===== src/rtl/apb_rr_master_arbiter.sv =====
// Round-robin arbiter sharing one APB master port between NUM_REQ requesters.
// Optional ACCESS-phase timeout enabled by defining APB_TIMEOUT_EN.
module apb_rr_master_arbiter #(
  parameter int ADDR_WIDTH     = 32,
  parameter int DATA_WIDTH     = 32,
  parameter int NUM_REQ        = 2,
  parameter int TIMEOUT_CYCLES = 16
) (
  input  logic                            HCLK,
  input  logic                            HRESETn,
  input  logic [NUM_REQ-1:0]              req_valid,
  input  logic [NUM_REQ*ADDR_WIDTH-1:0]   req_addr,
  input  logic [NUM_REQ-1:0]              req_write,
  input  logic [NUM_REQ*DATA_WIDTH-1:0]   req_wdata,
  output logic [NUM_REQ-1:0]              req_done,
  output logic [DATA_WIDTH-1:0]           req_rdata,
  output logic                            req_err,
  output logic [NUM_REQ-1:0]              grant,
  output logic                            PSEL,
  output logic                            PENABLE,
  output logic [ADDR_WIDTH-1:0]           PADDR,
  output logic                            PWRITE,
  output logic [DATA_WIDTH-1:0]           PWDATA,
  input  logic [DATA_WIDTH-1:0]           PRDATA,
  input  logic                            PREADY,
  input  logic                            PSLVERR
);

  localparam int IDX_W = (NUM_REQ > 1) ? $clog2(NUM_REQ) : 1;

  if (NUM_REQ < 2 || NUM_REQ > 8 || TIMEOUT_CYCLES < 2) begin : g_bad_param
    $error("apb_rr_master_arbiter: NUM_REQ must be 2..8 and TIMEOUT_CYCLES >= 2");
  end

  typedef enum logic [1:0] {S_IDLE, S_SETUP, S_ACCESS} state_e;

  state_e                 state_q, state_d;
  logic [NUM_REQ-1:0]     grant_q, grant_d;
  logic [IDX_W-1:0]       last_q, last_d;
  logic [ADDR_WIDTH-1:0]  paddr_q, paddr_d;
  logic                   pwrite_q, pwrite_d;
  logic [DATA_WIDTH-1:0]  pwdata_q, pwdata_d;

  logic                   found;
  logic [IDX_W-1:0]       win_idx;
  logic                   timeout;
  logic                   complete;

`ifdef APB_TIMEOUT_EN
  localparam int CNT_W = $clog2(TIMEOUT_CYCLES + 1);

  logic [CNT_W-1:0] tmo_cnt_q, tmo_cnt_d;

  always_comb begin
    tmo_cnt_d = tmo_cnt_q;
    if (state_q == S_SETUP) begin
      tmo_cnt_d = '0;
    end else if (state_q == S_ACCESS && !PREADY) begin
      tmo_cnt_d = tmo_cnt_q + 1'b1;
    end
    timeout = (state_q == S_ACCESS) && !PREADY &&
              (tmo_cnt_q == CNT_W'(TIMEOUT_CYCLES - 1));
  end

  always_ff @(posedge HCLK) begin
    if (!HRESETn) tmo_cnt_q <= '0;
    else          tmo_cnt_q <= tmo_cnt_d;
  end
`else
  always_comb timeout = 1'b0;
`endif

  // Scan starts one past the previous owner and wraps; first pending requester wins.
  always_comb begin
    found   = 1'b0;
    win_idx = last_q;
    for (int unsigned i = 1; i <= NUM_REQ; i++) begin
      if (!found && req_valid[(32'(last_q) + i) % NUM_REQ]) begin
        found   = 1'b1;
        win_idx = IDX_W'((32'(last_q) + i) % NUM_REQ);
      end
    end
  end

  // Completion is suppressed while reset is asserted so an aborted transfer never reports done.
  always_comb begin
    complete  = HRESETn && (state_q == S_ACCESS) && (PREADY || timeout);
    req_done  = complete ? grant_q : '0;
    req_err   = complete && (PREADY ? PSLVERR : 1'b1);
    req_rdata = (complete && PREADY && !pwrite_q) ? PRDATA : '0;
    PSEL      = (state_q != S_IDLE);
    PENABLE   = (state_q == S_ACCESS);
    PADDR     = paddr_q;
    PWRITE    = pwrite_q;
    PWDATA    = pwdata_q;
    grant     = grant_q;
  end

  always_comb begin
    state_d  = state_q;
    grant_d  = grant_q;
    last_d   = last_q;
    paddr_d  = paddr_q;
    pwrite_d = pwrite_q;
    pwdata_d = pwdata_q;
    case (state_q)
      S_IDLE: begin
        if (found) begin
          state_d  = S_SETUP;
          grant_d  = {{(NUM_REQ-1){1'b0}}, 1'b1} << win_idx;
          last_d   = win_idx;
          paddr_d  = req_addr[win_idx*ADDR_WIDTH +: ADDR_WIDTH];
          pwrite_d = req_write[win_idx];
          if (req_write[win_idx]) begin
            pwdata_d = req_wdata[win_idx*DATA_WIDTH +: DATA_WIDTH];
          end
        end
      end
      S_SETUP: state_d = S_ACCESS;
      S_ACCESS: begin
        if (PREADY || timeout) begin
          state_d = S_IDLE;
          grant_d = '0;
        end
      end
      default: state_d = S_IDLE;
    endcase
  end

  always_ff @(posedge HCLK) begin
    if (!HRESETn) begin
      state_q  <= S_IDLE;
      grant_q  <= '0;
      last_q   <= IDX_W'(NUM_REQ - 1);
      paddr_q  <= '0;
      pwrite_q <= 1'b0;
      pwdata_q <= '0;
    end else begin
      state_q  <= state_d;
      grant_q  <= grant_d;
      last_q   <= last_d;
      paddr_q  <= paddr_d;
      pwrite_q <= pwrite_d;
      pwdata_q <= pwdata_d;
    end
  end

endmodule


===== config.mk =====
export PLATFORM = sky130hd
export DESIGN_NAME = apb_rr_master_arbiter
export DESIGN_NICKNAME = d
export VERILOG_FILES = /design/src/rtl/apb_rr_master_arbiter.sv
export SDC_FILE = /design/constraint.sdc
export NUM_CORES = 1
export LEC_CHECK = 0
export CAP_MARGIN = 25
export CORE_ASPECT_RATIO = 0.75
export CORE_UTILIZATION = 30
export CTS_CLUSTER_DIAMETER = 150
export CTS_CLUSTER_SIZE = 10
export DETAILED_ROUTE_END_ITERATION = 6
export GPL_ROUTABILITY_DRIVEN = 1
export HOLD_SLACK_MARGIN = 0.1
export PLACE_DENSITY = 0.74
export SLEW_MARGIN = 25
export SYNTH_ARGS = -nofsm -noshare
export SYNTH_HDL_FRONTEND = slang
export SYNTH_SLANG_ARGS = --single-unit

===== constraint.sdc =====
create_clock -name HCLK -period 1.6 [get_ports HCLK]
set_clock_uncertainty 0.15 [all_clocks]
set_input_delay 0.32 -clock HCLK [delete_from_list [all_inputs] [get_ports HCLK]]
set_output_delay 0.32 -clock HCLK [all_outputs]
set_load 0.01 [all_outputs]

* After elaboration in Yosys (flattened, before gate mapping)
Index checks and enable logic that the tools add are counted.
** Word-level totals
- Register bits :: 70
- Input bits :: 168
- Logic and storage cells :: 51
** Operators by class
- Add/subtract/negate cells :: 2
- $lt $le $gt $ge :: 3
- Equality and inequality tests :: 4
- Shift operators :: 3
- Mux-type cells :: 18
- Reduce and logical (&&, ||, !) cells :: 15
** Operators with widths (count)
- variable part select 64 x 7 -> 32 bit :: 2
- 2-to-1 mux 32 bit :: 1
- 2-to-1 mux 1 bit :: 11
- 2-to-1 mux 2 bit :: 4
- logical AND 1 bit :: 6
- < comparator 1 x 2 -> 1 bit (second input constant) :: 3
- one-hot mux 2 bit (3 select lines) :: 1
- AND reduction 3 bit :: 2
- one-hot mux 2 bit (2 select lines) :: 1
- AND reduction 2 bit :: 2
- nonzero test 2 bit :: 2
- adder 1 bit (second input constant) :: 2
- equality test 2 x 1 -> 1 bit (second input constant) :: 1
- equality test 2 bit (second input constant) :: 1
- logical NOT 1 bit :: 2
- logical NOT 2 bit :: 1
- inequality test 2 x 1 -> 1 bit (second input constant) :: 1
- inequality test 2 bit (second input constant) :: 1
- << shifter 1 x 1 -> 2 bit (first input constant) :: 1

* Logic depth before layout (Yosys ltp)
Gate-level depths: netlist (run 1).
- Word-level depth :: 10
- Mapped depth :: 7

* Worst setup path before layout (run 1)
Ideal clock, no wire load.
- Path type :: reg2out
- From :: register state_q[1]
- To :: output port req_rdata[10]
- Arrival :: 1386 ps
- Path slack :: -256 ps
- Stages on the path, launching flop included :: 6
- Cells stage by stage :: dfxtp_1 > nor2b_1 > and3_1 > and2b_1 > clkbuf_1 > and2_1
** Between the ends
- Cells in the longest elaborated chain, start to end :: 6
** Ends and longest elaborated chain
- start, declared :: RTL line 37 : state_e state_q, state_d;
- start signal, assigned :: RTL line 139 : state_q <= state_d;
- equality test 2 bit
- net PENABLE :: RTL line 20 : output logic PENABLE,
- logical AND 1 bit (2 in series) :: RTL line 87 : complete = HRESETn && (state_q == S_ACCESS) && (PREADY || timeout);
- logical AND 1 bit (2 in series) :: RTL line 90 : req_rdata = (complete && PREADY && !pwrite_q) ? PRDATA : '0;
- 2-to-1 mux 32 bit :: RTL line 90
- end, declared :: RTL line 16 : output logic [DATA_WIDTH-1:0] req_rdata,
The timed path passes the listed nets, and every way through them passes these cells.

* Final worst setup path (run 1)
- From :: register state_q[1]
- To :: output port req_rdata[29]
** Between the ends
- Cells in the longest elaborated chain, start to end :: 6
** Ends and longest elaborated chain (RTL line)
- equality test 2 bit :: 87
- logical AND 1 bit (2 in series) :: 87
- logical AND 1 bit (2 in series) :: 90
- 2-to-1 mux 32 bit :: 90
No other way between the ends.

==> results.ini, run 1 <==
[run_status]
status=finished with violations
violations=negative setup slack

[logic_synthesis]
synth_cells=363
syn_avg_cell_area_um2=9.58
ys_seq_elements=70
synth_area_um2=3480
yosysWarnings=0
yosysUniqueCellTypes=26
yosysSeqAreaShare_pct=40.3
synth_nets=531

[routing]
drtPass1Iterations=4
vias=4021
drc=0
drtIter0Drc=127
post_drt_wl_per_cell_um=18.3
drt_wl_total_um=14900
postRouteAntennaNets=0
viasPerCell=4.93

[timing]
grt_setup_unrepaired=true
fin_crit_ps=2090
hold_viol=0
setup_slack_ps=-486
max_slew_margin_pct=43.1
hold_ws_ps=328
fmax_ghz=0.479
setup_viol=105
final_max_slew_viol_count=0
tightest_slew_ps=853
period_share_pct=130

[global_route]
grt_pass1_vias=4166
grt_first_pass_wirelength_um=22600
grt_usage_pct=24.8
grt-ovfl-total=0
antenna_found_initial=0
grt_max_degree=71

[clock_network]
worstSkewPairLatency_ps=330
cts.path.max_buffers=2
cts-root-buf=clkbuf_16
cts_tree=built
holdBufCountCts=0
numCtsBuffers=9
cts.sinks=70
htreeDepth=3
clk_pin_slew_ps=60

[floorplanning]
die_area_um2=12000
initial_core_util_pct=31.3
core_um2=11100
dieWidth_um=126
pin_count=272
fp-row-count=33
die_h_um=95.2

[pwr]
peakVddDrop_mv=0.573
p_leak_nw=3.49
power_density_nw_per_um2=817
p_total_w=0.00626

[setup_path]
cp.required_ps=1130
cpLargestDelayFamily=simple AND/OR/NAND/NOR gates
critical_path_class=reg -> out
slowest_stage=dfxtp_2
path_cells=nor2b_4, and3_4, and2b_2, buf_12, and2_4, buf_2
start_kind=register
crit_path_max_fanout=16
crit_arrival_ps=1620
path_buf_inv=2
endpoint_kind=primary output
max_stage_delay_ps=330

[run]
maxCapViolCount=0

[placed_design]
dp_hpwl_um=9760
port_buffers=271
routabilityCongestion=0.744

[final_layout]
syn2layout_area_growth_pct=120
final_core_util_pct=69.0
num-nets-final=838
diodes=0
layout-drive-gt1-share_pct=35.0

[min_path]
min_path_type=reg -> reg

==> tightest hold or removal path, delay by kind of cell (launching register included) <==
family	cells	cell delay, ps
simple gates	1	60
flops	1	320
compound gates	1	50
==> layer usage <==
layer	vias to the layer above	global-route usage, %	wire [um]
met5	-	0	0
li1	1933	-	-
met4	0	7.93	275
met2	160	45.6	7610
met3	20	5.50	843
met1	1908	28.8	6180
==> logic make-up (layout without fill, tap and decap cells) <==
family / count (synthesis) / count (layout) / synth area share [%]
mux: 65 / 65 / 18.7
flops: 70 / 70 / 40.3
buf+inv: 38 / 350 / 6.05
compound gates: 135 / 135 / 25.5
simple gates: 55 / 55 / 9.43
==> power breakdown <==
group | leakage [nW] | internal, W | switching, W | total, W
Sequential | 0.578 | 0.00194 | 0.000111 | 0.00205
Clock | 0.130 | 0.00108 | 0.000749 | 0.00183
Combinational | 2.78 | 0.00139 | 0.000992 | 0.00238
Total | 3.49 | 0.00441 | 0.00185 | 0.00626
==> registers in the layout (all words and copies together) (netlist names) <==
signal,flops
PWDATA,32
grant,2
last_q,1
PWRITE,1
state_q,2
PADDR,32
==> through the flow <==
step / cell area, um^2 / TNS, ps / worst slack (ps) / cells
floorplan: 3600 / -1150 / -38.4 / 363
global placement: 6540 / -58840 / -883 / 764
detailed placement: 6540 / -61790 / -932 / 764
CTS: 7650 / -33470 / -628 / 816
global route: 7660 / -39870 / -552 / 815
finish: 7660 / -34510 / -486 / 815
==> cell usage after synthesis (all sizes together) <==
master	instances	share of area, %
nor2	3	0.32
and3	1	0.18
a21oi	32	4.6
nand2b	1	0.18
a2bb2oi	1	0.25
nor2b	4	0.72
and2	36	6.5
mux2i	65	19
inv	3	0.32
clkbuf	18	1.9
and2b	1	0.22
a21boi	1	0.32
o211ai	33	7.1
or3b	1	0.32
a32oi	1	0.25
o21ai	65	13
o22ai	2	0.36
or2	2	0.36
nand2	6	0.65
dfxtp	70	40
buf	17	3.8
==> cell usage in the layout, fill, tap and decap left out, types with 3 or more instances in the layout <==
cell             synthesis  routed
nand2_1                  6       4
clkinvlp_4               0       3
a21oi_2                  0      17
nor2b_1                  4       3
and2_1                  36       4
o21ai_2                 30      52
dfxtp_1                 70      67
buf_12                   0      17
buf_6                    7      48
mux2i_1                 65      64
and2_4                   0      32
clkbuf_16                0       9
dlygate4sd2_1            0      70
buf_2                    9       5
clkdlybuf4s50_1          0     163
a21oi_1                 32      15
o21ai_1                  3      10
o211ai_1                33      33
buf_4                    1      16
buf_16                   0       8
clkinv_2                 0       3
bufbuf_16                0       3
==> area by class of cell <==
type                       instances  area (um^2)
clock inverter                     6         37.5
multi-input combinational        255         2190
timing repair buffer             331         3600
sequential                        70         1410
tap                              140          175
fill                             873         3440
inverter                           3         11.3
clock buffer                      10          239
==> worst paths after layout <==
check,from,endpoint,slack [ps],cells after the start
worst min-delay path,grant[0],grant[0],330,2
worst min register to register,grant[0],grant[0],330,2
worst max register to register,state_q[1],PWDATA[14],-410,8
worst max-delay path,state_q[1],req_rdata[29],-490,6
==> timing repair <==
item / CTS / global route
gates cloned: 14 / 0
endpoints found under the hold margin: 0 / 0
setup buffers: 24 / 7
resized for setup: 357 / 24
pin swaps: 30 / 21
endpoints found under the setup margin: 173 / 105
Note: power is estimated with default switching activity, not from simulation.
==> run 2: changes to the inputs <==
CTS_CLUSTER_SIZE = not set   (was 10)
GPL_TIMING_DRIVEN = 1   (was not set)
clock period = 1.7 ns   (was 1.6 ns; I/O delays follow)
==> run 2 against run 1 <==
The flow still finishes with violations (negative setup slack). Total power down 4.8%. Worst hold slack better by 16 ps. Sequential power down 6%. Clock power up 10%. Utilization down 1.2 points. Critical endpoint is now req_rdata[5]. Highest routed layer unchanged.
==> results.ini, run 2 (synthesis results as in run 1) <==
[run_status]
status=finished with violations  ; unchanged
violations=negative setup slack  ; unchanged

[clock_network]
cts_tree=built  ; unchanged
holdBufCountCts=0  ; unchanged
cts-root-buf=clkbuf_16  ; unchanged
worstSkewPairLatency_ps=320  ; was 330 ps
cts.sinks=70  ; unchanged
htreeDepth=3  ; unchanged
numCtsBuffers=9  ; unchanged
cts.path.max_buffers=2  ; unchanged
clk_pin_slew_ps=60  ; about the same

[placed_design]
pre_cts_slack_ps=-824  ; was -932 ps
routabilityCongestion=0.800  ; was 0.744
dp_hpwl_um=9830  ; was 9760 um
dpl_cell_area_um2=6400  ; was 6540 um^2
port_buffers=271  ; unchanged

[routing]
post_drt_wl_per_cell_um=18.7  ; was 18.3 um
drc=0  ; unchanged
drtPass1Iterations=4  ; unchanged
viasPerCell=4.96  ; was 4.93
drtIter0Drc=138  ; was 127
drt_wl_total_um=15200  ; was 14900 um
vias=4037  ; was 4021
postRouteAntennaNets=0  ; unchanged

[floorplanning]
pin_count=272  ; unchanged
fp-row-count=33  ; unchanged
initial_core_util_pct=31.3  ; unchanged
die_area_um2=12000  ; unchanged
core_um2=11100  ; unchanged
dieWidth_um=126  ; unchanged
die_h_um=95.2  ; unchanged

[setup_path]
crit_path_max_fanout=8  ; was 16
max_stage_delay_ps=320  ; was 330 ps
cpMostUsedCell=buf_6
crit_arrival_ps=1640  ; was 1620 ps
reg2reg_setup_slack_ps=-190  ; was -410 ps
cp.required_ps=1210  ; was 1130 ps
r2r_end=PWDATA[8]  ; was PWDATA[14]
r2r-start=state_q[0]  ; was state_q[1]
reg2reg_depth=6  ; was 8
critical_path_class=reg -> out  ; unchanged
start_kind=register  ; unchanged
endpoint_kind=primary output  ; unchanged
slowest_stage=dfxtp_2  ; unchanged
path_cells=nor2b_4, and3_4, and2b_2, buf_6, buf_16, and2_4, buf_6  ; was nor2b_4, and3_4, and2b_2, buf_12, and2_4, buf_2
cp-startpoint=state_q[1]  ; unchanged

[pwr]
power_density_nw_per_um2=792  ; was 817 nW/um^2
peakVddDrop_mv=0.546  ; was 0.573 mV
p_leak_nw=3.67  ; was 3.49 nW

[global_route]
grt-ovfl-total=0  ; unchanged
grt_pass1_vias=4072  ; was 4166
grt_first_pass_wirelength_um=22400  ; was 22600 um
antenna_found_initial=1  ; was 0
grt_max_degree=72  ; was 71
grt_usage_pct=24.6  ; was 24.8%

[final_layout]
layout-drive-gt1-share_pct=30.2  ; was 35.0%
final_common_cell=clkdlybuf4s50_1  ; unchanged
num-nets-final=836  ; was 838
most-common-layout-cells=clkdlybuf4s50_1 (163), dfxtp_1 (67), mux2i_1 (64)  ; was clkdlybuf4s50_1 (163), dlygate4sd2_1 (70), dfxtp_1 (67)
stdcell_area_um2=7530  ; was 7660 um^2
syn2layout_area_growth_pct=117  ; was 120%

[timing]
hold_ws_ps=343  ; was 328 ps
setup_slack_ps=-426  ; was -486 ps
tightest_slew_ps=724  ; was 853 ps
max_slew_margin_pct=51.8  ; was 43.1%
setup_viol=104  ; was 105
fmax_ghz=0.470
period_share_pct=125
fin_crit_ps=2130
grt_setup_unrepaired=true  ; unchanged
hold_viol=0  ; unchanged
final_max_slew_viol_count=0  ; unchanged

[min_path]
min_from=PWDATA[24]  ; was grant[0]
min_path_type=reg -> reg  ; unchanged
min_to=PWDATA[24]  ; was grant[0]
hold_path_depth=2  ; unchanged

[run]
maxCapViolCount=0  ; unchanged

run 2: cell count changes in the layout (fill, tap and decap cells not counted), sizes merged:
cell          previous run  this run
diode                    0         1
clkinv                   3         0
dlymetal6s2s             0        24
nor2                     3         6
bufinv                   0         2
buf                     95        91
dlygate4sd2             70        46
clkbuf                  10        12
bufbuf                   3         1
run 2: area by class of cell:
type                       instances  area, um^2
fill                             855        3580
timing repair buffer             326        3520
clock buffer                      11         243
inverter                           3        11.3
clock inverter                     5        82.6
multi-input combinational        258        2090
tap                              140         175
sequential                        70        1410
antenna                            1        2.50
run 2: worst max-delay path: cells and delay by family, from the launching register on:
family        cells  cell delay [ps]
simple gates      4              620
buf+inv           3              380
flops             1              320
run 2: how the worst max path moves through the flow:
stage | end | slack (ps) | depth (start not counted)
floorplan | req_rdata[13] | 9 | 5
global placement | req_rdata[1] | -780 | 6
detailed placement | req_rdata[26] | -820 | 6
CTS | req_rdata[3] | -460 | 7
global route | req_rdata[5] | -480 | 7
finish | req_rdata[5] | -430 | 7
run 2: layer usage:
| layer | track usage, % | wire, um |
|---|---|---|
| met5 | 0 | 0 |
| met4 | 6.22 | 148 |
| met3 | 6.68 | 1040 |
| met2 | 44.7 | 7790 |
| met1 | 29.0 | 6260 |
run 2: power by group:
| part | switching [W] | internal, W | leakage [nW] |
|---|---|---|---|
| logic | 0.000861 | 0.00117 | 2.94 |
| registers | 0.0000937 | 0.00182 | 0.578 |
| clock network | 0.000698 | 0.00132 | 0.148 |
run 2: timing repair:
item,CTS,global route
pin swaps,44,26
gates cloned,12,1
hold endpoints to repair,0,0
resized for setup,296,62
setup buffers,29,5
setup endpoints to repair,148,129
run 2: per-stage QoR:
step                util [%]  TNS, ps  std cells  power [W]
CTS                     66.6   -23070        811    0.00596
floorplan                  -        0        363    0.00270
finish                  67.8   -22100        814    0.00597
global placement        57.6   -63170        755    0.00358
global route            67.8   -26770        814    0.00625
detailed placement      57.6   -68240        755    0.00361
==> run 3: changes to the inputs <==
CORE_AREA = 2 2 105 107   (was not set)
CORE_ASPECT_RATIO = not set   (was 0.75)
CORE_UTILIZATION = not set   (was 30)
DIE_AREA = 0 0 107 109   (was not set)
DONT_BUFFER_PORTS = 1   (was not set)
GPL_ROUTABILITY_DRIVEN = 0   (was 1)
PLACE_DENSITY = 0.46   (was 0.74)
==> run 3 against run 2 <==
The flow finishes with violations (negative hold slack, negative setup slack). Register-to-register slack gained 100 ps. Global-route usage down 8.5 points. Sequential power increased by 6%. Design area shrank 40%. Total power down 21%. Worst hold slack worse by 380 ps. Via count decreased by 27%. Setup slack better by 200 ps. Largest power group is now sequential cells.
==> results.ini, run 3 (synthesis results as in run 1) <==
[run_status]
status=finished with violations  ; unchanged
violations=negative hold slack, negative setup slack  ; was negative setup slack

[global_route]
antenna_found_initial=0  ; was 1
grt_max_degree=73  ; was 72
grt_usage_pct=16.2  ; was 24.6%
grt_pass1_vias=2680  ; was 4072
grt-ovfl-total=0  ; unchanged
grt_first_pass_wirelength_um=14500  ; was 22400 um

[clock_network]
worstSkewPairLatency_ps=340  ; was 320 ps
cts.sinks=70  ; unchanged
numCtsBuffers=9  ; unchanged
cts.path.max_buffers=2  ; unchanged
cts-root-buf=clkbuf_8  ; was clkbuf_16
htreeDepth=3  ; unchanged
clk_pin_slew_ps=80  ; was 60 ps
cts_tree=built  ; unchanged

[timing]
hold_ws_ps=-36.4  ; was 343 ps
final_max_slew_viol_count=0  ; unchanged
fin_crit_ps=1920  ; was 2130 ps
setup_slack_ps=-224  ; was -426 ps
hold_viol=8  ; was 0
setup_viol=97  ; was 104
tightest_slew_ps=344  ; was 724 ps
setup_tns_ps=-8990  ; was -22100 ps
fmax_ghz=0.520  ; was 0.470 GHz
period_share_pct=113  ; was 125%
max_slew_margin_pct=77.0  ; was 51.8%
grt_setup_unrepaired=true  ; unchanged

[min_path]
hold_path_depth=1  ; was 2
min_from=HRESETn  ; was PWDATA[24]
min_path_type=in -> reg  ; was reg -> reg

[pwr]
p_leak_nw=1.91  ; was 3.67 nW
p_seq_share_pct=43.3  ; was 32.1%
swShare_pct=30.2  ; was 27.7%
cell_internal_pwr_w=0.00328  ; was 0.00431 W
power_density_nw_per_um2=1040  ; was 792 nW/um^2
p_comb_share_pct=24.0  ; was 34.0%
switchingPower_w=0.00142  ; was 0.00165 W
peakVddDrop_mv=0.393  ; was 0.546 mV
clkPwrFrac_pct=32.7  ; was 33.9%

[routing]
vias=2929  ; was 4037
drc=0  ; unchanged
postRouteAntennaNets=0  ; unchanged
post_drt_wl_per_cell_um=20.5  ; was 18.7 um
drtPass1Iterations=4  ; unchanged
viasPerCell=5.51  ; was 4.96
drtIter0Drc=103  ; was 138
drt_wl_total_um=10900  ; was 15200 um

[final_layout]
most-common-layout-cells=dfxtp_1 (68), mux2i_1 (62), and2_4 (35)  ; was clkdlybuf4s50_1 (163), dfxtp_1 (67), mux2i_1 (64)
layout-drive-gt1-share_pct=36.2  ; was 30.2%
syn2layout_area_growth_pct=30.1  ; was 117%
diodes=0  ; was 1
fill_cells=1024  ; was 855
final_common_cell=dfxtp_1  ; was clkdlybuf4s50_1
num-nets-final=555  ; was 836
final_core_util_pct=42.7  ; was 67.8%

[setup_path]
cp.required_ps=1210  ; about the same
path_cells=nor2b_4, and3_4, and2b_2, and2_4  ; was nor2b_4, and3_4, and2b_2, buf_6, buf_16, and2_4, buf_6
r2r-start=state_q[1]  ; was state_q[0]
slowest_stage=dfxtp_2  ; unchanged
reg2reg_depth=5  ; was 6
cp-startpoint=state_q[1]  ; unchanged
critical_path_class=reg -> out  ; unchanged
crit_path_max_fanout=8  ; unchanged
crit_arrival_ps=1430  ; was 1640 ps
endpoint_kind=primary output  ; unchanged
start_kind=register  ; unchanged
max_stage_delay_ps=340  ; was 320 ps

[floorplanning]
die_area_um2=11700  ; was 12000 um^2
pin_count=272  ; unchanged
initial_core_util_pct=32.8  ; was 31.3%
core_um2=10600  ; was 11100 um^2
dieWidth_um=107  ; was 126 um
die_h_um=109  ; was 95.2 um
fp-row-count=38  ; was 33

[placed_design]
dp_hpwl_um=6580  ; was 9830 um
port_buffers=0  ; was 271

[run]
maxCapViolCount=0  ; unchanged

[run 3: worst max-delay path, delay by kind of cell (launching register included)]
kind / cells / cell delay, ps
flip-flops: 1 / 340
AND/OR/NAND/NOR: 4 / 760
[run 3: area by class of cell]
class / instances / area, um^2 / share of cell area (%)
repair buffers: 45 / 634 / 14.0
well taps: 140 / 175 / 3.87
multi-input cells: 258 / 2070 / 45.8
inverters: 3 / 11.3 / 0.249
flip-flops and latches: 70 / 1410 / 31.1
clock inverters: 5 / 81.3 / 1.80
clock buffers: 11 / 141 / 3.13
[run 3: through the flow]
stage               instance area [um^2]  worst slack, ps  power, W  instances
floorplan                           3550             8.64   0.00270        363
global placement                    3680            -66.6   0.00286        482
CTS                                 4170             -240   0.00454        514
detailed placement                  3680             -141   0.00287        482
finish                              4520             -224   0.00470        532
global route                        4520             -300   0.00493        532
[run 3: per-layer routing]
| metal | vias up | track usage [%] | wire length, um |
|---|---|---|---|
| met5 | - | 0 | 0 |
| met4 | 0 | 4.36 | 97 |
| met3 | 9 | 7.05 | 976 |
| met2 | 154 | 25.3 | 5270 |
| met1 | 1395 | 20.4 | 4570 |
| li1 | 1371 | - | - |
[run 3: power groups by stage]
stage	combinational [W]	sequential (W)	clock (W)
global route	0.00122	0.00206	0.00165
CTS	0.000927	0.00204	0.00158
global placement	0.000785	0.00207	0
finish	0.00113	0.00203	0.00154
detailed placement	0.000806	0.00207	0
floorplan	0.000673	0.00202	0
[run 3: path summary, 6_finish.rpt]
kind	endpoint	slack, ps
worst max-delay path	req_rdata[24]	-220
worst max register to register	PWDATA[17]	-90
worst min register to register	last_q	350
worst min-delay path	last_q	-40
[run 3: what timing repair did]
| item | 4_1_cts | 5_1_grt |
|---|---|---|
| setup buffers | 9 | 3 |
| endpoints found under the hold margin | 70 | 68 |
| hold buffers | 2 | 7 |
| cloned | 6 | 9 |
| setup endpoints to repair | 68 | 104 |
| pin swaps | 41 | 25 |
| resized for setup | 62 | 23 |
